$ cat src/rtl/rca_seq_ctrl.sv
// Nibble-serial WIDTH-bit adder sequencer driving one external 4-bit ripple-carry adder.
// Optional subtract mode (A-B via ~B and carry-in 1) is enabled by defining RCA_SEQ_SUB_EN.
module rca_seq_ctrl #(
   parameter int WIDTH = 16
) (
   input  logic             clk,
   input  logic             rst,
   input  logic             in_valid,
   output logic             in_ready,
   input  logic [WIDTH-1:0] in_a,
   input  logic [WIDTH-1:0] in_b,
   input  logic             in_cin,
`ifdef RCA_SEQ_SUB_EN
   input  logic             in_sub,
`endif
   output logic             out_valid,
   input  logic             out_ready,
   output logic [WIDTH-1:0] out_sum,
   output logic             out_cout,
   output logic [3:0]       adder_a,
   output logic [3:0]       adder_b,
   output logic             adder_cin,
   input  logic [3:0]       adder_sum,
   input  logic             adder_cout
);

   localparam int NIBBLES = WIDTH / 4;
   localparam int IDX_W   = (NIBBLES > 1) ? $clog2(NIBBLES) : 1;
   localparam int LAST    = NIBBLES - 1;

   typedef enum logic [1:0] {IDLE, RUN, DONE} state_t;

   state_t             state_q, state_d;
   logic [WIDTH-1:0]   a_q, a_d;
   logic [WIDTH-1:0]   b_q, b_d;
   logic [WIDTH-1:0]   sum_q, sum_d;
   logic [IDX_W-1:0]   idx_q, idx_d;
   logic               carry_q, carry_d;
   logic               cout_q, cout_d;

   logic [WIDTH-1:0]   b_in;
   logic               cin_in;

`ifdef RCA_SEQ_SUB_EN
   assign b_in   = in_sub ? ~in_b : in_b;
   assign cin_in = in_sub ? 1'b1 : in_cin;
`else
   assign b_in   = in_b;
   assign cin_in = in_cin;
`endif

   assign out_sum  = sum_q;
   assign out_cout = cout_q;

   always_comb begin
      state_d   = state_q;
      a_d       = a_q;
      b_d       = b_q;
      sum_d     = sum_q;
      idx_d     = idx_q;
      carry_d   = carry_q;
      cout_d    = cout_q;
      in_ready  = 1'b0;
      out_valid = 1'b0;
      adder_a   = 4'h0;
      adder_b   = 4'h0;
      adder_cin = 1'b0;
      case (state_q)
         IDLE: begin
            in_ready = 1'b1;
            if (in_valid) begin
               a_d     = in_a;
               b_d     = b_in;
               carry_d = cin_in;
               idx_d   = '0;
               sum_d   = '0;
               state_d = RUN;
            end
         end
         RUN: begin
            adder_a   = a_q[4*idx_q +: 4];
            adder_b   = b_q[4*idx_q +: 4];
            adder_cin = carry_q;
            sum_d[4*idx_q +: 4] = adder_sum;
            carry_d = adder_cout;
            // Index wraps to 0 after the top nibble so it is already clean for the next op.
            if (idx_q == IDX_W'(LAST)) begin
               cout_d  = adder_cout;
               idx_d   = '0;
               state_d = DONE;
            end else begin
               idx_d = idx_q + 1'b1;
            end
         end
         DONE: begin
            out_valid = 1'b1;
            if (out_ready) state_d = IDLE;
         end
         default: state_d = IDLE;
      endcase
   end

   always_ff @(posedge clk) begin
      if (rst) begin
         state_q <= IDLE;
         a_q     <= '0;
         b_q     <= '0;
         sum_q   <= '0;
         idx_q   <= '0;
         carry_q <= 1'b0;
         cout_q  <= 1'b0;
      end else begin
         state_q <= state_d;
         a_q     <= a_d;
         b_q     <= b_d;
         sum_q   <= sum_d;
         idx_q   <= idx_d;
         carry_q <= carry_d;
         cout_q  <= cout_d;
      end
   end

endmodule
$ cat config.mk
export PLATFORM = sky130hd
export DESIGN_NAME = rca_seq_ctrl
export DESIGN_NICKNAME = d
export VERILOG_FILES = /design/src/rtl/rca_seq_ctrl.sv
export SDC_FILE = /design/constraint.sdc
export NUM_CORES = 1
export LEC_CHECK = 0
export ABC_CLOCK_PERIOD_IN_PS = 2400
export BUFFER_PORTS_ARGS = -buffer_cell sky130_fd_sc_hd__buf_4
export CAP_MARGIN = 20
export CORE_MARGIN = 3
export CORE_UTILIZATION = 25
export CTS_CLUSTER_DIAMETER = 60
export DETAILED_ROUTE_END_ITERATION = 16
export GPL_TIMING_DRIVEN = 0
export HOLD_SLACK_MARGIN = 0.03
export PLACE_DENSITY = 0.43
export SYNTH_ARGS = -nofsm -noshare
export SYNTH_HDL_FRONTEND = slang
export SYNTH_SLANG_ARGS = --single-unit
$ cat constraint.sdc
create_clock -name clk -period 2.4 [get_ports clk]
set_input_delay 0.24 -clock clk [delete_from_list [all_inputs] [get_ports clk]]
set_output_delay 0.24 -clock clk [all_outputs]
set_load 0.005 [all_outputs]
# After elaboration in Yosys (flattened, before gate mapping)
# Index checks and enable logic that the tools add are counted.
totals:
  regBits: 54
  latch_bits: 0
  ram_bits: 0
  romBits: 0
  inputBits: 42
  output_inout_bits: 28
  word_cells: 42
  n_memories: 0
classes:
  addsub: 2
  n_mul: 0
  n_div: 0
  n_lt_le_gt_ge: 0
  n_eq_ne: 6
  shifts: 4
  muxes: 17
  n_bitwise: 0
  n_reduce_logical: 6
op_table:
  columns: ["operator", "count"]
  rows:
  - ["4-bit negator with 34-bit output", 1]
  - ["4-bit by 34-bit variable shift with 16-bit output (first input constant)", 1]
  - ["4-bit by 34-bit variable part select with 16-bit output", 1]
  - ["16-bit one-hot mux with 2 select lines", 1]
  - ["16-bit by 5-bit variable part select with 4-bit output", 2]
  - ["16-bit bitwise mux", 1]
  - ["16-bit 2-to-1 mux", 1]
  - ["2-bit 2-to-1 mux", 5]
  - ["4-bit 2-to-1 mux", 2]
  - ["2-bit inequality test (second input constant)", 3]
  - ["2-bit one-hot mux with 3 select lines", 1]
  - ["2-bit AND reduction", 3]
  - ["2-bit == test (second input constant)", 2]
  - ["1-bit 2-to-1 mux", 4]
  - ["2-bit one-hot mux with 2 select lines", 1]
  - ["3-bit AND reduction", 1]
  - ["2-bit by 1-bit adder with 2-bit output (second input constant)", 1]
  - ["2-bit by 1-bit == test with 1-bit output (second input constant)", 1]
  - ["2-bit logical NOT", 1]
  - ["1-bit one-hot mux with 2 select lines", 1]
  - ["2-bit nonzero test", 1]

# Logic depth before layout (Yosys ltp)
depth:
  depth_word: 4
  mapped_depth: 6
  ltp_nobuf: 5

# Least setup slack after synthesis
# Ideal clock, no wire load.
synth_path:
  kind: "reg2reg"
  from: "reg idx_q[0]"
  to: "reg sum_q[0], in the netlist out_sum[0]"
  t_arrival_ps: 1795
  t_required_ps: 2330
  slack_ps: 535
  path_stages_with_launch: 6
  period_less_slack_ps: 1865
  cell_sequence: "dfxtp_1 -> buf_4 -> inv_1 -> ha_1 -> or4b_4 -> o2bb2ai_1"
synth_between:
  elab_chain_cells: 4
  elab_cells_between_ends: 5
  cone_classes: "add/sub: 1; shift: 2; mux: 2"
synth_lines:
  columns: ["element", "line", "rtl"]
  rows:
  - ["start: declaration", "37", "logic [IDX_W-1:0] idx_q, idx_d;"]
  - ["start signal: assignment", "117", "idx_q <= idx_d;"]
  - ["4-bit negator with 34-bit output (*)", "84", "sum_d[4*idx_q +: 4] = adder_sum;"]
  - ["4-bit by 34-bit variable part select with 16-bit output / 4-bit by 34-bit variable shift with 16-bit output (equally long branches)", "84", null]
  - ["16-bit bitwise mux (*)", "84", null]
  - ["16-bit one-hot mux with 2 select lines (*)", "68", "case (state_q)"]
  - ["end signal: assignment", "116", "sum_q <= sum_d;"]
  - ["end: declaration", "36", "logic [WIDTH-1:0] sum_q, sum_d;"]
# Every way passes the cells marked *; elsewhere a longest branch is shown, timed or not.
# A chain may end at the register's enable or synchronous reset.

# Final worst setup path
layout_path:
  from: "reg idx_q[0]"
  to: "out adder_b[1]"
layout_between:
  elab_chain_cells: 2
layout_lines:
  columns: ["element", "line", "rtl"]
  rows:
  - ["16-bit by 5-bit variable part select with 4-bit output", "82", "adder_b = b_q[4*idx_q +: 4];"]
  - ["4-bit 2-to-1 mux", "68", null]
  - ["end: declaration", "21", "output logic [3:0] adder_b,"]
# No other way between the ends.

==> results.sh <==
export IMPL_outcome="finished clean"
export IMPL_holdBufCountCts=0
export IMPL_synth_edf_count=0
export IMPL_synth_seq_cells=54
export IMPL_power_leakage_nw=1.293
export IMPL_gp_congestion=0.7149
export IMPL_cp_start_kind="flip-flop"
export IMPL_via_count=1980
export IMPL_fin_cells=440
export IMPL_final_setup_tns_ps=0
export IMPL_grt_pass1_vias=1906
export IMPL_critPathCaptureType="output port"
export IMPL_synth_common_cells="65 x nand2_1, 54 x dfxtp_1, 38 x a21oi_1, 13 x nor2b_1"
export IMPL_worstPathMaxFanout=10
export IMPL_drv_cap=0
export IMPL_cts_tree="built"
export IMPL_track_usage_pct=12.24
export IMPL_yosysWarnings=0
export IMPL_synth_ff_type="dfxtp_1"
export IMPL_wire_per_inst_um=14.43
export IMPL_timing_hold_ws_ps=158.7
export IMPL_grt_max_degree=17
export IMPL_synth_distinct_cells=29
export IMPL_powerDensity_mw_per_mm2=627.2
export IMPL_overflow=0
export IMPL_syn_avg_cell_area_um2=9.200
export IMPL_hold_class="primary input to flip-flop"
export IMPL_synthToLayoutAreaGrowth_pct=34.29
export IMPL_ant_nets=0
export IMPL_drtIter0Drc=57
export IMPL_yosysSeqAreaShare_pct=46.08
export IMPL_reg2reg_slack_ps=400
export IMPL_finalClockSkew_ps=7.925
export IMPL_insertedDiodeCount=0
export IMPL_yosys_area_top_type="dfxtp_1"
export IMPL_drive_above_1_share_pct=31.33
export IMPL_critical_path_arrival_ps=1900
export IMPL_finalMaxSlewViolations=0
export IMPL_drc_errors=0
export IMPL_vias_per_cell=4.500
export IMPL_postSynthCellCount=255
export IMPL_synth_area_mm2=0.002346
export IMPL_clkTransAtPathRegs_ps=100
export IMPL_setup_viol=0
export IMPL_critPathRequiredTime_ps=2160
export IMPL_n_fill_cell=977
export IMPL_start_util_pct=26.26
export IMPL_placed_cells=432
export IMPL_clk_insertion_delay_late_ps=310
export IMPL_synthTopCellsByArea="dfxtp_1 46%, nand2_1 10%, a21oi_1 8.1%"
export IMPL_placementRows=34
export IMPL_numCtsBuffers=5
export IMPL_core_mm2=0.008934
export IMPL_drt_pass1_iterations=4
export IMPL_syn_nets=303
export IMPL_path_class="flip-flop to output port"
export IMPL_fp_dieH_um=102.9
export IMPL_period_share_pct=88.98
export IMPL_async_flop_share_pct=0
export IMPL_period_needed_ps=2136
export IMPL_clockBufferDepth=2
export IMPL_drt_total_wl_mm=6.348
export IMPL_grt_first_pass_wirelength_mm=9.929
export IMPL_synth_top_area_share_pct=46.08
export IMPL_final_cell_area_mm2=0.003151
export IMPL_finalNetCount=379
export IMPL_ios=70
export IMPL_place_area_mm2=0.002999
export IMPL_slew_headroom_pct=59.97
export IMPL_die_w_um=102.9
export IMPL_numClockSinks=54
export IMPL_rsz0062_at_grt="no"
export IMPL_hold_viol=0
export IMPL_peakVddDrop_mv=0.2070
export IMPL_antenna_found_initial=0
export IMPL_io_buffers=69
export IMPL_max_clock_freq_mhz=468.3
export IMPL_cts_setup_buffers=0
export IMPL_tightest_slew_ps=600.5
export IMPL_dieArea_mm2=0.01058
export IMPL_yosysMostFrequentCell="nand2_1"
export IMPL_cts_root_buf="clkbuf_8"
export IMPL_dp_hpwl_mm=4.646
export IMPL_cts_max_level=2
-- stage by stage --
| step | total power [mW] | util (%) | setup slack, ps |
|---|---|---|---|
| 2_1_floorplan | 1.122 | - | 534.5 |
| 3_5_place_dp | 1.243 | 33.57 | 26.59 |
| 6_report | 1.976 | 35.27 | 264.4 |
| 5_1_grt | 2.067 | 35.27 | 156.1 |
| 3_3_place_gp | 1.242 | 33.57 | 45.86 |
| 4_1_cts | 1.998 | 35.18 | 74.74 |
-- path summary, 6_finish.rpt --
kind,start,to,depth (start not counted)
setup / recovery,idx_q[0],adder_b[1],4
hold / removal,in_a[8],a_q[8],3
setup reg to reg,idx_q[0],out_sum[1],5
hold reg to reg,b_q[2],b_q[2],2
-- cell families (layout without fill, tap and decap cells) --
logic type / after synthesis / count (layout) / synth area share, %
simple gates: 101 / 101 / 20.48
mux: 15 / 15 / 10.88
compound gates: 57 / 57 / 15.15
flops: 54 / 54 / 46.08
buf+inv: 22 / 99 / 4.213
fa+ha+maj: 6 / 6 / 3.200
-- layer usage --
metal  up-vias  share of wire (%)  track usage [%]
met5         -                  0                0
met4         0                1.2            3.586
met3         8                5.1            3.045
met2        51                 46            19.71
met1       900                 48            16.29
li1       1021                  -                -
-- worst max-delay path: stages (launching register included) --
cell,delay (ps)
dfxtp_2,480
buf_4,280
mux4_2,510
nor2b_1,160
buf_4,170
-- state kept, by name (all words and copies together) (netlist names) --
| signal | flops |
|---|---|
| state_q | 2 |
| out_cout | 1 |
| carry_q | 1 |
| idx_q | 2 |
| out_sum | 16 |
| a_q | 16 |
| b_q | 16 |
-- cell type report --
cell class | instances | area (um2) | share of cell area (%)
flip-flops and latches | 54 | 1082 | 34.35
well taps | 108 | 135.1 | 4.289
clock buffers | 6 | 82.58 | 2.621
multi-input cells | 179 | 1172 | 37.21
clock inverters | 2 | 60.06 | 1.906
plain buffers | 17 | 81.33 | 2.581
repair buffers | 69 | 518.0 | 16.44
inverters | 5 | 18.77 | 0.5957
-- what timing repair did --
action                                  4_1_cts  5_1_grt
endpoints found under the setup margin        4        8
gates resized for setup                       1        2
endpoints found under the hold margin         0        0
pin swaps                                     0        0
-- cells in the final DEF (no fill, tap or decap), types with 2 or more instances in the layout --
cell / n
nand3_1: 2
mux2i_1: 3
nor2b_1: 13
a21oi_1: 38
nand2b_1: 7
inv_1: 5
nand2_1: 65
nand3b_1: 2
mux2_2: 4
dfxtp_1: 53
buf_2: 7
a22o_1: 8
clkbuf_1: 7
buf_4: 71
o2bb2ai_1: 8
clkbuf_8: 6
nor2_1: 4
ha_1: 6
bufinv_16: 2
mux4_2: 8
-- power breakdown --
part	leakage [nW]	switching [mW]	internal (mW)
registers	0.441	0.0238	0.935
logic	0.781	0.127	0.133
clock network	0.0714	0.312	0.445
total	1.29	0.463	1.51
No activity file was read; power rests on OpenSTA's default activity.
